===== src/rtl/shift_unit_pipe.sv =====
// Pipelined barrel shifter with rotate modes, status flags, valid/ready backpressure
// and a pass-through tag. The shift amount bits are applied across STAGES register stages.
module shift_unit_pipe #(
  parameter int unsigned WIDTH  = 32,
  parameter int unsigned STAGES = 2,
  parameter int unsigned TAGW   = 4,
  localparam int unsigned SHW   = $clog2(WIDTH)
) (
  input  logic             clock,
  input  logic             reset,
  input  logic             in_valid,
  output logic             in_ready,
  input  logic [WIDTH-1:0] in_data,
  input  logic [SHW-1:0]   in_amt,
  input  logic [2:0]       in_op,
  input  logic [TAGW-1:0]  in_tag,
  output logic             out_valid,
  input  logic             out_ready,
  output logic [WIDTH-1:0] out_data,
  output logic             out_carry,
  output logic             out_zero,
  output logic             out_ovf,
  output logic             out_illegal,
  output logic [TAGW-1:0]  out_tag
);

  localparam logic [2:0] OP_SLL = 3'b000;
  localparam logic [2:0] OP_SLA = 3'b001;
  localparam logic [2:0] OP_SRL = 3'b010;
  localparam logic [2:0] OP_SRA = 3'b011;
  localparam logic [2:0] OP_ROL = 3'b100;
  localparam logic [2:0] OP_ROR = 3'b101;

  typedef struct packed {
    logic [WIDTH-1:0] data;
    logic [SHW-1:0]   amt;
    logic [2:0]       op;
    logic [TAGW-1:0]  tag;
    logic             sign;
    logic             carry;
    logic             ovf;
    logic             illegal;
    logic             zero;
  } stage_t;

  stage_t              stage_q [STAGES];
  stage_t              stage_d [STAGES];
  stage_t              feed_c  [STAGES];
  stage_t              entry_c;
  logic [STAGES-1:0]   valid_q;
  logic [STAGES-1:0]   valid_d;
  logic [STAGES-1:0]   vchain_c;
  logic [STAGES:0]     take_c;
  logic [WIDTH-1:0]    shl_c;
  logic [SHW-1:0]      lidx_c;
  logic [SHW-1:0]      ridx_c;

  // Applies the amount bits owned by stage s; the last stage also restores the SLA sign and sets zero.
  function automatic stage_t step(input stage_t p, input int unsigned s);
    stage_t r;
    r = p;
    for (int unsigned b = 0; b < SHW; b++) begin
      if (((b * STAGES) / SHW) == s && r.amt[b] && !r.illegal) begin
        case (r.op)
          OP_SLL, OP_SLA: r.data = r.data << (32'd1 << b);
          OP_SRL:         r.data = r.data >> (32'd1 << b);
          OP_SRA:         r.data = WIDTH'($signed(r.data) >>> (32'd1 << b));
          OP_ROL:         r.data = (r.data << (32'd1 << b)) | (r.data >> (WIDTH - (32'd1 << b)));
          OP_ROR:         r.data = (r.data >> (32'd1 << b)) | (r.data << (WIDTH - (32'd1 << b)));
          default:        r.data = r.data;
        endcase
      end
    end
    if (s == STAGES - 1) begin
      if (r.op == OP_SLA && !r.illegal) r.data[WIDTH-1] = r.sign;
      r.zero = (r.data == '0);
    end
    return r;
  endfunction

  // Carry and overflow depend only on the original operand, so they are resolved on entry.
  always_comb begin
    shl_c         = in_data << in_amt;
    lidx_c        = SHW'(WIDTH - 32'(in_amt));
    ridx_c        = in_amt - SHW'(1);
    entry_c       = '0;
    entry_c.data  = in_data;
    entry_c.amt   = in_amt;
    entry_c.op    = in_op;
    entry_c.tag   = in_tag;
    entry_c.sign  = in_data[WIDTH-1];
    entry_c.illegal = in_op[2] & in_op[1];
    if (in_amt != '0) begin
      case (in_op)
        OP_SLL, OP_SLA, OP_ROL: entry_c.carry = in_data[lidx_c];
        OP_SRL, OP_SRA, OP_ROR: entry_c.carry = in_data[ridx_c];
        default:                entry_c.carry = 1'b0;
      endcase
    end
    entry_c.ovf = (in_op == OP_SLA) && (WIDTH'($signed(shl_c) >>> in_amt) != in_data);
  end

  // A stage can take new content when it is empty or its content is leaving.
  always_comb begin
    take_c         = '0;
    take_c[STAGES] = out_ready;
    for (int s = int'(STAGES) - 1; s >= 0; s--) begin
      take_c[s] = ~valid_q[s] | take_c[s+1];
    end
    vchain_c = STAGES'({valid_q, in_valid});
    valid_d  = valid_q;
    for (int s = 0; s < int'(STAGES); s++) begin
      if (take_c[s]) valid_d[s] = vchain_c[s];
    end
  end

  always_comb begin
    feed_c[0] = entry_c;
    for (int s = 1; s < int'(STAGES); s++) begin
      feed_c[s] = stage_q[s-1];
    end
  end

  always_comb begin
    for (int s = 0; s < int'(STAGES); s++) begin
      stage_d[s] = stage_q[s];
      if (take_c[s] && vchain_c[s]) stage_d[s] = step(feed_c[s], 32'(s));
    end
  end

  always_ff @(posedge clock) begin
    if (reset) begin
      valid_q <= '0;
      for (int s = 0; s < int'(STAGES); s++) begin
        stage_q[s] <= '0;
      end
    end else begin
      valid_q <= valid_d;
      stage_q <= stage_d;
    end
  end

  assign in_ready    = take_c[0];
  assign out_valid   = valid_q[STAGES-1];
  assign out_data    = stage_q[STAGES-1].data;
  assign out_carry   = stage_q[STAGES-1].carry;
  assign out_zero    = stage_q[STAGES-1].zero;
  assign out_ovf     = stage_q[STAGES-1].ovf;
  assign out_illegal = stage_q[STAGES-1].illegal;
  assign out_tag     = stage_q[STAGES-1].tag;

endmodule


===== config.mk =====
export PLATFORM = sky130hd
export DESIGN_NAME = shift_unit_pipe
export DESIGN_NICKNAME = d
export VERILOG_FILES = /design/src/rtl/shift_unit_pipe.sv
export SDC_FILE = /design/constraint.sdc
export NUM_CORES = 1
export LEC_CHECK = 0
export CAP_MARGIN = 5
export CORE_ASPECT_RATIO = 0.6
export CORE_MARGIN = 3
export CORE_UTILIZATION = 55
export DETAILED_ROUTE_END_ITERATION = 16
export PLACE_DENSITY = 0.83
export REMOVE_ABC_BUFFERS = 1
export SYNTH_ARGS = -nofsm -noshare
export SYNTH_HDL_FRONTEND = slang
export SYNTH_SLANG_ARGS = --single-unit

===== constraint.sdc =====
create_clock -name clock -period 11.2 [get_ports clock]
set_input_delay 2.24 -clock clock [delete_from_list [all_inputs] [get_ports clock]]
set_output_delay 2.24 -clock clock [all_outputs]
set_load 0.01 [all_outputs]

* Word level (Yosys, flattened, before mapping) *
Cells that the tools add are included.

operators by class
  bitwise gates (word level) = 14
  eq/ne operators = 11
  shift-type cells = 2
  add/sub/neg operators = 2
  reductions and logical operators = 20
  magnitude comparators = 2
  multiplexer cells = 22

operators by type and width
  operator                                                                       number
  32-bit case mux with 5 select lines                                            4
  32-bit 2-to-1 mux                                                              9
  32-bit case mux with 4 select lines                                            1
  32-bit zero test                                                               1
  32-bit != test                                                                 1
  16-bit by 32-bit bitwise OR with 32-bit output                                 1
  24-bit by 32-bit bitwise OR with 32-bit output                                 1
  28-bit by 32-bit bitwise OR with 32-bit output                                 1
  30-bit by 32-bit bitwise OR with 32-bit output                                 1
  31-bit by 32-bit bitwise OR with 32-bit output                                 1
  32-bit by 1-bit bitwise OR with 32-bit output                                  1
  32-bit by 2-bit bitwise OR with 32-bit output                                  1
  32-bit by 4-bit bitwise OR with 32-bit output                                  1
  32-bit by 8-bit bitwise OR with 32-bit output                                  1
  32-bit by 5-bit left shift with 32-bit output                                  1
  32-bit by 5-bit >>> shifter with 32-bit output                                 1
  3-bit by 2-bit equality test with 1-bit output (second input constant)         4
  3-bit equality test (second input constant)                                    4
  5-bit by 6-bit less-than comparator with 1-bit output (second input constant)  2
  1-bit binary-select mux with 5-bit select                                      2
  1-bit logical AND                                                              9
  3-bit by 1-bit equality test with 1-bit output (second input constant)         2
  3-bit zero test                                                                2
  2-bit OR reduction                                                             3
  other kinds (10)                                                               18

word-level totals
  register bits = 90
  input bits = 48
  logic and storage cells = 89
  output and inout bits = 42

* Longest topological paths before layout *
  depth after elaboration = 12
  depth in mapped cells = 16
  depth with buffers taken out = 11

* Least setup slack after synthesis *
OpenSTA, ideal clock, no wires.

  path kind = in2reg
  from = input in_amt[1]
  to = register stage_q (netlist bit feed_c[3])
  cell stages on the path = 15
  arrival = 5.649 ns
  slack = 5.418 ns
  cell sequence = buf_4 buf_4 buf_2 buf_2 clkinv_1 clkbuf_1 clkbuf_1 ha_1 clkbuf_1 mux4_2 mux4_2 a21oi_1 o22ai_1 nand4b_1 a21oi_1

between the ends
  word-level cells in the longest chain between the ends = 5
  elaborated cells on any way between the ends = 9
  classes of those cells = 2 x add/sub; 6 x mux; 1 x reduce/logical

ends and longest elaborated chain
  what                                                                                                        RTL line  text
  start, declared                                                                                             14        input logic [SHW-1:0] in_amt,
  5-bit by 1-bit subtractor with 5-bit output or 1-bit by 5-bit subtractor with 5-bit output (tied branches)  85, 84
  1-bit binary-select mux with 5-bit select (on tied branches)                                                96, 95
  1-bit 2-to-1 mux (on tied branches)                                                                         96, 95
  1-bit case mux with 2 select lines                                                                          94        case (in_op)
  1-bit 2-to-1 mux (*)                                                                                        93        if (in_amt != '0) begin
  end signal, assigned                                                                                        139       stage_q <= stage_d;
  end, declared                                                                                               46        stage_t stage_q [STAGES];

Every way passes the cells marked *; elsewhere a longest branch is shown, timed or not. The select of a mux whose other input is x is not followed.
A chain may end at the register's enable or synchronous reset.

* Worst setup path in the final report *
  from = input in_amt[0]
  to = register stage_q (netlist bit feed_c[2])

between the ends
  word-level cells in the longest chain between the ends = 4

ends and longest elaborated chain
  what                                                RTL line  text
  32-bit by 5-bit left shift with 32-bit output       83        shl_c = in_data << in_amt;
  32-bit by 5-bit >>> shifter with 32-bit output (*)  100       entry_c.ovf = (in_op == OP_SLA) && (WIDTH'($signed(shl_c) >>> in_amt) != in_data);
  32-bit != test (*)                                  100
  1-bit logical AND (*)                               100

Every way passes the cells marked *; elsewhere a longest branch is shown, timed or not.

==> flow_summary.yaml <==
yosys:
  synthFlopType: "dfxtp_1"
  yosysMostFrequentCell: "nand2_1"
  synth_top_family_by_area: "compound AO/OA/AOI/OAI gates"
  netlist_top_cells_count: "295 x nand2_1, 144 x o21ai_0, 129 x clkbuf_1, 125 x a21oi_1, 121 x nor2_1"
  syn_area_mm2: 0.0109
  synth-edff-count: 0
  synth_simple_gate_area_share: 0.223
  yosys_warnings: 0
  yosysTopAreaCellShare: 0.160
  ys_seq_elements: 87
  synthXorXnorAreaFrac: 0.0137
  synthCells: 1542
  synth_compound_area_frac: 0.318
  ys_seq_area_frac: 0.160
  avgSynthCellArea_um2: 7.05
  netlist.top_cell.by_area: "dfxtp_1"
  ys_types: 80
  ys_top_cells_by_area: "dfxtp_1 16%, nand2_1 10%, mux2i_1 7.5%"
  synthArstFlopShare: 0
  synthAdderAreaFrac: 0.00230
  synth.area.mux_share: 0.207
clock_network:
  post_cts_resized: 0
  clk_latency_ps: 350
  cts_sinks: 87
  cts_tree: "yes"
  clock_path_buffers: 2
  cts-buffers-inserted: 9
  postCtsSetupRepairBufs: 0
  clk_pin_slew_ps: 60
  hold_buffers: 0
  cts_root_buf: "clkbuf_16"
  cts.htree.levels: 3
route:
  vias: 13100
  avgRoutedWirePerCell_um: 27.0
  firstDrtPassIters: 7
  final_antenna_net_count: 0
  drt_iter0_drc: 2523
  viasPerCell: 7.43
  wirelength_um: 47600
  drc: 0
power_and_ir_drop:
  net-switching-power_mw: 0.529
  p_clk_frac: 0.272
  pwr-share-comb: 0.456
  p_int_mw: 0.755
  leakage_nw: 4.30
  power_density_mw_per_mm2: 108
  peakVddDrop_v: 0.0000989
  swShare: 0.412
  p_seq_frac: 0.272
sta:
  hold_violations: 0
  setup_viol: 0
  fmax_mhz: 137
  tns_ps: 0
  slew_viol_final: 2
  hold_ws_ps: 452
  min_period_ps: 7310
  tightest_slew_ps: 1510
  clock_skew_ps: 6.80
  rsz0062_at_grt: "false"
  finalCritPeriodShare: 0.653
  slew_headroom: -0.0218
critical_path:
  worst-path-buf-inv: 2
  path_delay_family: "compound AO/OA/AOI/OAI gates"
  end_kind: "flip-flop"
  cpPeakStageDelay_ps: 880
  r2r-start: "feed_c[10]"
  cp_slowest_cell: "nor3_2"
  worst-r2r-setup-slack_ps: 7040
  path_cells: "buf_2 -> buf_4 -> nor2_1 -> a22o_1 -> o21a_1 -> nor3_2 -> mux2i_1 -> a2111oi_0 -> a21oi_1 -> o211ai_1 -> o2111ai_1 -> nor4b_2 -> a311oi_1"
  crit_type: "in2reg"
  crit_arrival_ps: 7500
  r2r_end: "out_zero"
  crit_path_max_fanout: 37
  start_kind: "input pin"
  critPathRequiredTime_ps: 11390
  reg2reg_depth: 10
worst_hold_path:
  whs_endpoint: "out_ovf"
  min_path_type: "reg2reg"
  min-delay-start: "out_ovf"
  holdPathStages: 2
floorplanning:
  rows: 39
  core_mm2: 0.0192
  start_util: 0.566
  ioPinCount: 90
  die_x_um: 188
  fp.dieArea_mm2: 0.0215
  fp.dieH_um: 115
finish:
  nets: 1544
  fin_area_mm2: 0.0119
  diodes: 0
  drive_gt1_frac: 0.0794
  final_util: 0.618
  ff_latch_area_mm2: 0.00174
  multi_input_area_mm2: 0.00834
  area_growth_syn_to_layout_pct: 9.22
  layout.filler_cells: 1747
run_status:
  status: "finished, violations left"
  violations: "capacitance limit, slew limit"
global_route:
  overflow: 0
  grt_pass1_vias: 11400
  grt_use_total: 0.427
  antenna_found_initial: 0
  grt_pass1_wl_um: 71500
  grt_max_degree: 89
place:
  io_buffers: 89
  place_congestion: 1.07
  placed_cell_area_mm2: 0.0115
  place_hpwl_um: 33700
job:
  drv_cap: 1
==> stage by stage <==
stage	instances	total power [mW]	setup slack (ps)
2_1_floorplan	1367	0.685	3960
3_3_place_gp	1749	0.896	3790
3_5_place_dp	1749	0.899	3750
4_1_cts	1765	1.25	4100
5_1_grt	1765	1.33	3590
6_report	1765	1.28	3890
==> cell type report <==
type                       instances  area share
timing repair buffer             116      0.0906
clock inverter                     5     0.00895
multi-input combinational       1268       0.702
sequential                        87       0.147
tap                              266      0.0280
clock buffer                      11      0.0196
inverter                          12     0.00379
==> sequential cells by signal, summed over array words and instances (netlist names) <==
signal,count
valid_q,2
feed_c,45
out_zero,1
out_illegal,1
out_carry,1
out_ovf,1
out_tag,4
out_data,32
==> cells by family after synthesis <==
logic type	after synthesis
muxes	153
AOI/OAI and AO/OA	540
and+or+nand+nor	556
adders and majority gates	2
DFF	87
xor gates and xnor gates	17
buffers and inverters	187
==> layer usage <==
metal / track usage / routed length (um) / vias up
met3: 0.264 / 9960 / 132
li1: - / - / 5644
met1: 0.625 / 19800 / 6091
met5: 0.0150 / 0 / -
met4: 0.0724 / 943 / 0
met2: 0.520 / 16900 / 1239
==> power groups by stage <==
stage | logic [mW] | registers (mW) | clock network, mW
after detailed placement | 0.544 | 0.354 | 0
after global placement | 0.543 | 0.353 | 0
final | 0.586 | 0.349 | 0.350
after floorplan | 0.332 | 0.353 | 0
after global routing | 0.613 | 0.351 | 0.363
after CTS | 0.549 | 0.348 | 0.348
==> cell usage in the layout (no fill, tap or decap), drive strengths merged, types with 7 or more instances in the layout <==
cell type      count
nand3             33
mux4              51
mux2              20
a22o               8
a31oi             17
a21oi            125
xnor2             11
o2111ai            8
o211ai            30
o22ai             19
a221oi             7
dfxtp             87
mux2i             82
a32oi              7
a211oi            39
buf               31
clkdlybuf4s50     85
nor3              30
nor4               8
o221ai             7
and2              10
nand2            295
a21o              13
clkbuf            11
inv               10
nand2b             7
o21ai            148
a22oi             56
nor2b             10
nor2             121
==> worst min-delay path, cell delays in order, from the launching register on <==
cell     delay, ps
dfxtp_1        310
nand2_1         50
a21oi_1         50
==> worst max path at each step <==
stage,startpoint,endpoint,depth (start not counted)
after global placement,in_amt[0],feed_c[2],13
final,in_amt[0],feed_c[2],13
after CTS,in_amt[0],feed_c[2],13
after detailed placement,in_amt[0],feed_c[2],13
after floorplan,in_op[2],feed_c[20],10
after global routing,in_amt[0],feed_c[2],13
Note: power is estimated with default switching activity, not from simulation.
